## config.mk

```make
export PLATFORM = sky130hd
export DESIGN_NAME = sync_rx_display_flat
export DESIGN_NICKNAME = d
export VERILOG_FILES = /design/src/rtl/sync_rx_display_if.sv /design/src/rtl/sync_rx_display.sv /design/src/flat_wrapper.sv
export SDC_FILE = /design/constraint.sdc
export NUM_CORES = 1
export LEC_CHECK = 0
export ABC_AREA = 1
export CORE_MARGIN = 1.5
export CORE_UTILIZATION = 55
export CTS_CLUSTER_DIAMETER = 60
export CTS_CLUSTER_SIZE = 24
export DETAILED_ROUTE_END_ITERATION = 7
export GPL_TIMING_DRIVEN = 0
export PLACE_DENSITY = 0.79
export SYNTH_ARGS = -nofsm -noshare
export SYNTH_HDL_FRONTEND = slang
export SYNTH_SLANG_ARGS = --single-unit
```

## constraint.sdc

```tcl
create_clock -name clk -period 2.3 [get_ports clk]
set_input_delay 0.46 -clock clk [delete_from_list [all_inputs] [get_ports clk]]
set_output_delay 0.46 -clock clk [all_outputs]
set_load 0.03 [all_outputs]
```

## src/rtl/sync_rx_display_if.sv

```systemverilog
// sync_rx_display_if: serial pad inputs plus frame and display outputs of the receiver
//   master: drives data_clk/data_point/Enable, observes frame and display outputs
//   slave : the receiver side
interface sync_rx_display_if #(
    parameter int FRAME_BITS = 8,
    parameter int DIGITS     = 2
);
    logic                  data_clk;
    logic                  data_point;
    logic                  Enable;
    logic [FRAME_BITS-1:0] frame_data;
    logic                  frame_valid;
    logic                  busy;
    logic [7:0]            frame_count;
    logic [7:0]            seg;
    logic [DIGITS-1:0]     dig;
    modport master(output data_clk, data_point, Enable,
                   input frame_data, frame_valid, busy, frame_count, seg, dig);
    modport slave(input data_clk, data_point, Enable,
                  output frame_data, frame_valid, busy, frame_count, seg, dig);
endinterface

```

## src/rtl/sync_rx_display.sv

```systemverilog
// sync_rx_display: synchronous serial frame receiver with multiplexed hex display
//   clk, rst            : system clock, synchronous active-high reset
//   bus.data_clk/point  : asynchronous serial clock and data, bus.Enable receive enable
//   bus.frame_data/valid: last completed frame and its one-cycle strobe
//   bus.busy            : partial frame held, bus.frame_count completed frames
//   bus.seg/dig         : active-low segments (dp, g..a) and one-hot digit select
module sync_rx_display #(
    parameter int FRAME_BITS    = 8,
    parameter int MSB_FIRST     = 1,
    parameter int SAMPLE_RISING = 1,
    parameter int DIGITS        = 2,
    parameter int REFRESH_DIV   = 50000
) (
    input logic clk,
    input logic rst,
    sync_rx_display_if.slave bus
);
    localparam int CW = $clog2(FRAME_BITS + 1);
    localparam int IW = DIGITS > 1 ? $clog2(DIGITS) : 1;
    localparam int RW = $clog2(REFRESH_DIV);
    typedef enum logic [1:0] {IDLE, SHIFT, DONE} state_t;
    state_t                state, state_n;
    logic [CW-1:0]         cnt, cnt_n;
    logic [FRAME_BITS-1:0] sr, sr_n, shifted, frame_data;
    logic [7:0]            frame_count;
    logic [2:0]            clk_s;
    logic [1:0]            dat_s, en_s;
    logic                  smp;
    logic [RW-1:0]         rcnt;
    logic [IW-1:0]         idx;
    logic [DIGITS*4-1:0]   padded;
    logic [3:0]            nib;
    logic [6:0]            glyph;
    // Synchronisers carry no reset so an idle-high data_clk cannot fake an edge after rst.
    always_ff @(posedge clk) begin
        clk_s <= {clk_s[1:0], bus.data_clk};
        dat_s <= {dat_s[0], bus.data_point};
        en_s  <= {en_s[0], bus.Enable};
    end
    assign smp = en_s[1] & (SAMPLE_RISING != 0 ? clk_s[1] & ~clk_s[2] : ~clk_s[1] & clk_s[2]);
    assign shifted = MSB_FIRST != 0 ? {sr[FRAME_BITS-2:0], dat_s[1]} : {dat_s[1], sr[FRAME_BITS-1:1]};
    always_comb begin
        state_n = state;
        cnt_n   = cnt;
        sr_n    = sr;
        case (state)
            IDLE: if (smp) begin
                sr_n    = shifted;
                cnt_n   = CW'(1);
                state_n = SHIFT;
            end
            SHIFT: if (!en_s[1]) begin
                cnt_n   = '0;
                state_n = IDLE;
            end else if (smp) begin
                sr_n    = shifted;
                cnt_n   = cnt + CW'(1);
                state_n = cnt_n == CW'(FRAME_BITS) ? DONE : SHIFT;
            end
            default: begin
                cnt_n   = '0;
                state_n = IDLE;
            end
        endcase
    end
    // frame_data and frame_count update on entry to DONE so they line up with frame_valid.
    always_ff @(posedge clk) begin
        if (rst) begin
            state       <= IDLE;
            cnt         <= '0;
            sr          <= '0;
            frame_data  <= '0;
            frame_count <= '0;
        end else begin
            state       <= state_n;
            cnt         <= cnt_n;
            sr          <= sr_n;
            frame_data  <= state_n == DONE ? sr_n : frame_data;
            frame_count <= frame_count + {7'd0, state_n == DONE};
        end
    end
    assign bus.frame_data  = frame_data;
    assign bus.frame_count = frame_count;
    assign bus.frame_valid = state == DONE;
    assign bus.busy        = state == SHIFT;
    always_ff @(posedge clk) begin
        if (rst) begin
            rcnt <= '0;
            idx  <= '0;
        end else begin
            rcnt <= rcnt == RW'(REFRESH_DIV - 1) ? '0 : rcnt + RW'(1);
            idx  <= rcnt != RW'(REFRESH_DIV - 1) ? idx : idx == IW'(DIGITS - 1) ? '0 : idx + IW'(1);
        end
    end
    assign padded = (DIGITS*4)'(frame_data);
    assign nib    = padded[{idx, 2'b00} +: 4];
    always_comb begin
        case (nib)
            4'h0: glyph = 7'h40;
            4'h1: glyph = 7'h79;
            4'h2: glyph = 7'h24;
            4'h3: glyph = 7'h30;
            4'h4: glyph = 7'h19;
            4'h5: glyph = 7'h12;
            4'h6: glyph = 7'h02;
            4'h7: glyph = 7'h78;
            4'h8: glyph = 7'h00;
            4'h9: glyph = 7'h10;
            4'hA: glyph = 7'h08;
            4'hB: glyph = 7'h03;
            4'hC: glyph = 7'h46;
            4'hD: glyph = 7'h21;
            4'hE: glyph = 7'h06;
            default: glyph = 7'h0E;
        endcase
    end
    assign bus.seg = {~(state == SHIFT && idx == '0), glyph};
    assign bus.dig = ~(DIGITS'(1) << idx);
endmodule
```

## src/flat_wrapper.sv

```systemverilog
// flat-port wrapper written by rule: the top's interface ports become plain ports
module sync_rx_display_flat 
#(
    parameter int FRAME_BITS    = 8,
    parameter int MSB_FIRST     = 1,
    parameter int SAMPLE_RISING = 1,
    parameter int DIGITS        = 2,
    parameter int REFRESH_DIV   = 50000
)
  (clk, rst, bus_data_clk, bus_data_point, bus_Enable, bus_frame_data, bus_frame_valid, bus_busy, bus_frame_count, bus_seg, bus_dig);
  sync_rx_display_if #(.FRAME_BITS(FRAME_BITS), .DIGITS(DIGITS)) bus_i ();
  input logic clk;
  input logic rst;
  input wire logic [$bits(bus_i.data_clk)-1:0] bus_data_clk;
  input wire logic [$bits(bus_i.data_point)-1:0] bus_data_point;
  input wire logic [$bits(bus_i.Enable)-1:0] bus_Enable;
  output wire logic [$bits(bus_i.frame_data)-1:0] bus_frame_data;
  output wire logic [$bits(bus_i.frame_valid)-1:0] bus_frame_valid;
  output wire logic [$bits(bus_i.busy)-1:0] bus_busy;
  output wire logic [$bits(bus_i.frame_count)-1:0] bus_frame_count;
  output wire logic [$bits(bus_i.seg)-1:0] bus_seg;
  output wire logic [$bits(bus_i.dig)-1:0] bus_dig;
  assign bus_i.data_clk = bus_data_clk;
  assign bus_i.data_point = bus_data_point;
  assign bus_i.Enable = bus_Enable;
  assign bus_frame_data = bus_i.frame_data;
  assign bus_frame_valid = bus_i.frame_valid;
  assign bus_busy = bus_i.busy;
  assign bus_frame_count = bus_i.frame_count;
  assign bus_seg = bus_i.seg;
  assign bus_dig = bus_i.dig;
  sync_rx_display #(.FRAME_BITS(FRAME_BITS), .MSB_FIRST(MSB_FIRST), .SAMPLE_RISING(SAMPLE_RISING), .DIGITS(DIGITS), .REFRESH_DIV(REFRESH_DIV)) u_core (.clk(clk), .rst(rst), .bus(bus_i));
endmodule
```

==> Yosys cells after proc, flatten, opt, wreduce, memory -nomap -nowiden <==
Memories as Yosys holds them, arrays and structs flattened.
Cells that the tools add are included.
{ "word_totals": {"mem_bits_ro": 112, "reg_bits": 54, "out_inout_bits": 28, "in_bits": 5, "n_memories": 1, "elab_cells": 48} }
{ "memory_table": {"columns": ["name", "words", "width", "rd", "rd_ports_with_merged_regs", "write_ports", "line_no", "source"], "rows": [
  ["(no name shown)", 16, 7, 1, 0, 0, "sync_rx_display.sv:98", "case (nib)"]
]} }
{ "op_classes": {"n_reduce_logical": 4, "n_shift": 2, "bitwise_logic": 6, "muxes": 13, "n_eq_ne": 8, "n_addsub": 4} }
{ "op_table": {"columns": ["operator", "count"], "rows": [
  ["$add 16x1->16 const B", 1],
  ["$eq 16x16->1 const B", 1],
  ["$mux 8", 2],
  ["$ne 16x16->1 const B", 1],
  ["$pmux 8 s2", 1],
  ["$mux 4", 3],
  ["$add 8x1->8", 1],
  ["$mux 2", 4],
  ["$pmux 4 s2", 1],
  ["$shiftx 8x4->4", 1],
  ["$add 4x1->4 const B", 1],
  ["$eq 2x2->1 const B", 2],
  ["$eq 4x4->1 const B", 1],
  ["$pmux 2 s2", 1],
  ["$ne 3x3->1 const B", 1],
  ["$not 1->1", 3],
  ["$and 1x1->1", 2],
  ["$eq 2x1->1 const B", 1],
  ["$logic_not 2->1", 1],
  ["$ne 2x1->1 const B", 1],
  ["$not 2->2", 1],
  ["$reduce_and 2->1", 1],
  ["$reduce_or 2->1", 1],
  ["$shl 1x1->2 const A", 1],
  ["3 further kinds", 3]
]} }

==> Logic depth before layout (Yosys ltp) <==
Gate-level depths: netlist of the first run.
{ "logic_depth": {"word_depth": 8, "ltp_mapped": 12, "ltp_nobuf": 12} }

==> Worst setup path after synthesis of the first run <==
OpenSTA, ideal clock, no wires.
{ "synth_path": {"path_type": "reg-to-output", "start": "reg u_core.idx", "end": "out bus_seg[3]", "stages_incl_launch_ff": 10, "setup_slack_ps": -123, "path_buffers": 1, "required_time_ps": 1840, "t_arrival_ps": 1963, "cell_sequence": "dfxtp_1 buf_6 inv_2 nand2_1 nand2_1 inv_1 ha_1 inv_1 nor2_1 o21ai_0"} }
{ "synth_between": {"elab_chain_cells": 2} }
{ "synth_lines": {"columns": ["item", "line_no", "source"], "rows": [
  ["start: declaration", "sync_rx_display.sv:30", "logic [IW-1:0] idx;"],
  ["start signal: assignment", "sync_rx_display.sv:92", "idx <= rcnt != RW'(REFRESH_DIV - 1) ? idx : idx == IW'(DIGITS - 1) ? '0 : idx + IW'(1);"],
  ["$shiftx 8x4->4", "sync_rx_display.sv:96", "assign nib = padded[{idx, 2'b00} +: 4];"],
  ["$mem_v2 16x7", null, null],
  ["end: declaration", "flat_wrapper.sv:21", "output wire logic [$bits(bus_i.seg)-1:0] bus_seg;"]
]} }
Every way passes these cells.

==> Worst setup path in the final report of the first run <==
{ "layout_path": {"start": "reg u_core.idx", "end": "out bus_seg[6]"} }
Same word-level chain as after synthesis.

==> results of run 1 <==
critical path: stages, from the launching register on:
cell,delay (ps)
dfxtp_2,330
buf_6,130
buf_4,130
buf_4,130
o21ai_4,230
inv_4,110
o21ai_0,180
nand2_1,80
nand2_1,90
buf_6,130
cell usage in the layout, fill, tap and decap left out, types with 6 or more instances in the layout:
cell type,count
a21oi_1,26
buf_4,17
buf_6,7
clkdlybuf4s50_1,25
dfxtp_1,53
ha_1,8
inv_1,38
nand2_1,83
nand3_1,25
nand4_1,7
nor2_1,34
nor3_1,6
o21ai_0,8
o21ai_1,6
synthesized netlist by cell type (4+ instances only):
master / count / area (um2)
nand2_1: 87 / 327
dfxtp_1: 54 / 1080
inv_1: 42 / 158
nor2_1: 35 / 131
a21oi_1: 26 / 130
nand3_1: 25 / 125
o21ai_0: 13 / 65.1
ha_1: 10 / 125
nand4_1: 7 / 43.8
nor3_1: 6 / 30.0
o21bai_2: 5 / 56.3
nor2_2: 4 / 25.0
o21ai_1: 4 / 20.0
kinds of logic after synthesis:
logic type / synth area share [%]
compound gates: 11.9
xor+xnor: 1.35
fa+ha+maj: 4.81
buf+inv: 8.71
flops: 41.6
simple gates: 31.7
routing by layer:
layer	GRT usage [%]	vias up	part of all wire, %
met5	0	-	0
met4	6.29	0	1.1
met3	3.80	7	4.0
met2	39.9	52	50
met1	28.5	1064	45
li1	-	1233	-
repair_timing:
item	4_1_cts	5_1_grt
pin swaps	6	7
setup buffers	11	2
gates resized for setup	58	17
endpoints found under the setup margin	7	7
flip-flops by register name, summed over array words and instances (netlist names):
signal and flops:
u_core.rcnt 16, u_core.bus.frame_count 8, u_core.bus.frame_data 8, u_core.sr 8, u_core.cnt 4, u_core.clk_s 3
u_core.dat_s 2, u_core.en_s 2, u_core.state 2, u_core.idx 1
worst min path at each step:
stage	to	slack [ps]	depth (start not counted)
2_1_floorplan	u_core.clk_s[1]$_DFF_P_	310	0
3_3_place_gp	u_core.en_s[1]$_DFF_P_	310	0
3_5_place_dp	u_core.clk_s[1]$_DFF_P_	310	0
4_1_cts	u_core.clk_s[1]$_DFF_P_	340	0
5_1_grt	u_core.en_s[1]$_DFF_P_	350	0
6_report	u_core.clk_s[1]$_DFF_P_	340	0
power by group:
| part | leakage, uW | switching, uW | internal (uW) |
|---|---|---|---|
| Combinational | 0.000890 | 41.7 | 28.4 |
| Clock | 0.0000514 | 299 | 325 |
| Sequential | 0.000439 | 12.3 | 950 |
through the flow:
step	setup WS, ps	setup TNS (ps)	area [um2]
final	-11.7	-17.8	3270
after global routing	-108	-472	3270
after CTS	-26.8	-26.8	3210
after detailed placement	-338	-1800	2990
after global placement	-309	-1580	2990
after floorplan	108	0	2600
area by class of cell:
type,instances,area (um2)
multi-input combinational,245,1360
fill,365,1170
sequential,54,1080
timing repair buffer,45,415
inverter,46,181
clock buffer,6,72.6
tap,52,65.1
buffer,7,52.6
clock inverter,2,37.5
==> results.toml, run 1 <==
[outcome]
status = "finished with violations"
violations = "design-rule violations, negative setup slack"

[worst_setup_path]
critPathArrivalTime_ps = 1850
required_ps = 1840
r2r-start = "u_core.cnt[0]$_SDFFE_PP0P_"
ff2ff_path_depth = 12
criticalPathCategory = "reg -> out"
crit_path_end_kind = "output pin"
crit_path_end = "bus_seg[6]"
start_kind = "flop"
r2r_setup_slack_ps = 330
rr_endpoint = "u_core.bus.frame_count[6]$_SDFF_PP0_"
startpoint = "u_core.idx$_SDFFE_PP0P_"
crit_fanout = 8

[routing]
avgRoutedWirePerCell_um = 12.3
first_iter_violations = 114
vias = 2356
avgViaCountPerCell = 5.16
ant_nets = 0
wirelength_mm = 5.60
drc = 3
drt_pre_antenna_iters = 6

[clock_tree]
htreeDepth = 2
numCtsBuffers = 5
cts_hold_buf = 0
clkLatencyLatePin_ps = 300
clkTransAtPathRegs_ps = 90
cts_sinks = 54
cts_tree = "built"
cts_root_buf = "clkbuf_8"
clock_path_buffers = 2

[timing]
maxSlewHeadroom_pct = 66.5
setup_ws_ps = -11.7
tightest_slew_ps = 503
skew_ps = 3.81
finalSetupViolCount = 2
holdWs_ps = 336
slew_viol_final = 0
finalCriticalPeriod_ps = 2310
rsz0062_at_grt = "true"
finalHoldViolCount = 0
period_share_pct = 101
fmax_mhz = 433

[final_layout]
final_nets = 419
layout-drive-gt1-share_pct = 18.3
final_cell_count_no_fill = 457
final_core_util_pct = 73.6
area_delta_synth_final_pct = 25.7
diodes = 0

[floorplanning]
start_util_pct = 58.5
fp-row-count = 24
die_area_um2 = 5150
io_pins = 33
core_area_um2 = 4440
dieWidth_um = 71.8
die_y_um = 71.8

[power]
p_leak_uw = 0.00138
ir_drop_mv = 0.397
power_uw = 1660
power_density_nw_per_um2 = 507

[synthesis]
synth_edf_count = 0
seq_area_frac_synth_pct = 41.6
syn-instance-count = 352
syn_nets = 367
ys.flop_type = "dfxtp_1"
ys_warn_count = 0
ys_seq_elements = 54
avgSynthCellArea_um2 = 7.39
synth_cell_types = 35
syn_area_um2 = 2600
ys_async_sr_fraction_pct = 0

[grt]
track_usage_pct = 22.6
grt_first_pass_wirelength_mm = 9.43
grt-ovfl-total = 0
antenna_found_initial = 0
grt_start_max_net_pins = 17
grt_pass1_vias = 2179

[place]
numPortBuffers = 32
placed_cells = 436
gp_congestion = 0.887
dp_hpwl_mm = 3.85

[min_path]
min_path_type = "reg -> reg"
min-delay-start = "u_core.clk_s[0]$_DFF_P_"

[job]
drv_cap = 0
No activity file was read; power rests on OpenSTA's default activity.
==> inputs of run 2 (changes only) <==
--- a/config.mk
+++ b/config.mk
@@ -13,6 +13,7 @@
 export DETAILED_ROUTE_END_ITERATION = 7
 export GPL_TIMING_DRIVEN = 0
 export PLACE_DENSITY = 0.79
+export SKIP_CTS_REPAIR_TIMING = 1
 export SYNTH_ARGS = -nofsm -noshare
 export SYNTH_HDL_FRONTEND = slang
 export SYNTH_SLANG_ARGS = --single-unit
==> run 2 against run 1 <==
The flow now finishes without violations. Non-clock buffer count fell by 6. Die area did not move. Total power shrank 0.29%. Critical path depth is 2 higher.
==> results.toml, run 2 (same netlist as run 1, synthesis figures left out) <==
[worst_setup_path]
r2r_setup_slack_ps = 330
startpoint = "u_core.idx$_SDFFE_PP0P_"
rr_endpoint = "u_core.bus.frame_count[6]$_SDFF_PP0_"
ff2ff_path_depth = 12
criticalPathCategory = "reg -> out"
required_ps = 1840
crit_path_end = "bus_seg[6]"
critPathArrivalTime_ps = 1840
r2r-start = "u_core.cnt[0]$_SDFFE_PP0P_"
crit_fanout = 5
crit_path_end_kind = "output pin"
start_kind = "flop"

[final_layout]
final_nets = 413
most-common-layout-cells = "85 x nand2_1, 53 x dfxtp_1, 39 x inv_1, 34 x nor2_1, 26 x a21oi_1"
final_common_cell = "nand2_1"
stdcell_area_um2 = 3200
layout-drive-gt1-share_pct = 16.0
final_core_util_pct = 72.1
top_register = "u_core.rcnt"
largest_reg_flops = 16
diodes = 0
area_delta_synth_final_pct = 23.1
final_cell_count_no_fill = 451

[place]
placed_cells = 436
numPortBuffers = 32
dp_hpwl_mm = 3.85
gp_congestion = 0.887
dpl_cell_area_um2 = 2990

[timing]
maxSlewHeadroom_pct = 66.9
finalSetupViolCount = 0
finalHoldViolCount = 0
fmax_mhz = 436
finalCriticalPeriod_ps = 2300
holdWs_ps = 336
period_share_pct = 99.8
tns_ps = 0
skew_ps = 6.22
slew_viol_final = 0
rsz0062_at_grt = "true"
tightest_slew_ps = 496

[min_path]
min_path_type = "reg -> reg"

[grt]
grt_start_max_net_pins = 17
grt_first_pass_wirelength_mm = 8.93
grt-ovfl-total = 0
grt_pass1_vias = 2067
antenna_found_initial = 0
track_usage_pct = 21.4

[power]
power_density_nw_per_um2 = 516
p_sw_uw = 348
ir_drop_mv = 0.396
clkPwrFrac_pct = 37.5
p_leak_uw = 0.00133
p_int_uw = 1300
swShare_pct = 21.1
seq_power_share_pct = 58.3
combPwrFrac_pct = 4.2

[routing]
avgRoutedWirePerCell_um = 12.0
drt_pre_antenna_iters = 7
wirelength_mm = 5.42
avgViaCountPerCell = 5.10
drc = 0
vias = 2301
first_iter_violations = 91
ant_nets = 0

[floorplanning]
fp-row-count = 24
dieWidth_um = 71.8
die_y_um = 71.8
start_util_pct = 58.5
die_area_um2 = 5150
core_area_um2 = 4440
io_pins = 33

[clock_tree]
clock_path_buffers = 2
numCtsBuffers = 5
htreeDepth = 2
cts_tree = "built"
cts_root_buf = "clkbuf_8"
clkTransAtPathRegs_ps = 90
clkLatencyLatePin_ps = 290
cts_sinks = 54

[outcome]
status = "finished, final reports clean"

[job]
drv_cap = 0
-- run 2: cell type report --
cell class              count  area [um2]
well taps                  52        65.1
clock buffers               6        72.6
plain buffers               7        52.6
clock inverters             2        37.5
fillers                   374        1240
flip-flops and latches     54        1080
repair buffers             39         358
multi-input cells         245        1360
inverters                  46         179
-- run 2: how the worst min path moves through the flow --
stage,startpoint,end,slack (ps),depth (start not counted)
floorplan,u_core.clk_s[0]$_DFF_P_,u_core.clk_s[1]$_DFF_P_,310,0
global placement,u_core.en_s[0]$_DFF_P_,u_core.en_s[1]$_DFF_P_,310,0
detailed placement,u_core.clk_s[0]$_DFF_P_,u_core.clk_s[1]$_DFF_P_,310,0
CTS,u_core.clk_s[0]$_DFF_P_,u_core.clk_s[1]$_DFF_P_,340,0
global route,u_core.en_s[0]$_DFF_P_,u_core.en_s[1]$_DFF_P_,350,0
finish,u_core.clk_s[0]$_DFF_P_,u_core.clk_s[1]$_DFF_P_,340,0
-- run 2: power groups by stage --
stage	combinational [uW]	sequential, uW	clock (uW)
after floorplan	49.1	981	0
after global placement	68.7	983	0
after detailed placement	70.5	984	0
after CTS	70.5	962	631
after global routing	79.6	964	671
final	70.1	962	619
-- run 2: per-layer routing --
| metal | wire length [um] | vias up | track usage [%] | part of all wire [%] |
|---|---|---|---|---|
| met5 | 0 | - | 0 | 0 |
| li1 | - | 1214 | - | - |
| met4 | 36 | 0 | 5.24 | 0.66 |
| met2 | 2670 | 46 | 37.2 | 49 |
| met3 | 192 | 4 | 3.66 | 3.5 |
| met1 | 2520 | 1037 | 27.7 | 47 |
-- run 2: metrics by stage --
stage | total power (uW) | setup WS [ps]
global route | 1720 | -91.1
global placement | 1050 | -309
detailed placement | 1050 | -338
floorplan | 1030 | 108
finish | 1650 | 4.37
CTS | 1660 | -677
-- run 2: critical path, stage by stage (launching register included) --
cell and delay, ps:
dfxtp_2 350, buf_6 120, inv_6 40, or2_4 230, o21ai_4 90, inv_2 100
ha_4 180, nand2_4 70, o21ai_0 90, nand2_1 80, nand2_1 60, buf_6 130
==> inputs of run 3 (changes only) <==
--- a/config.mk
+++ b/config.mk
@@ -6,6 +6,7 @@
 export NUM_CORES = 1
 export LEC_CHECK = 0
 export ABC_AREA = 1
+export CAP_MARGIN = 30
 export CORE_MARGIN = 1.5
 export CORE_UTILIZATION = 55
 export CTS_CLUSTER_DIAMETER = 60
==> results of run 3 <==
Same layout as run 2: the final DEF is identical, and so are final timing and power.
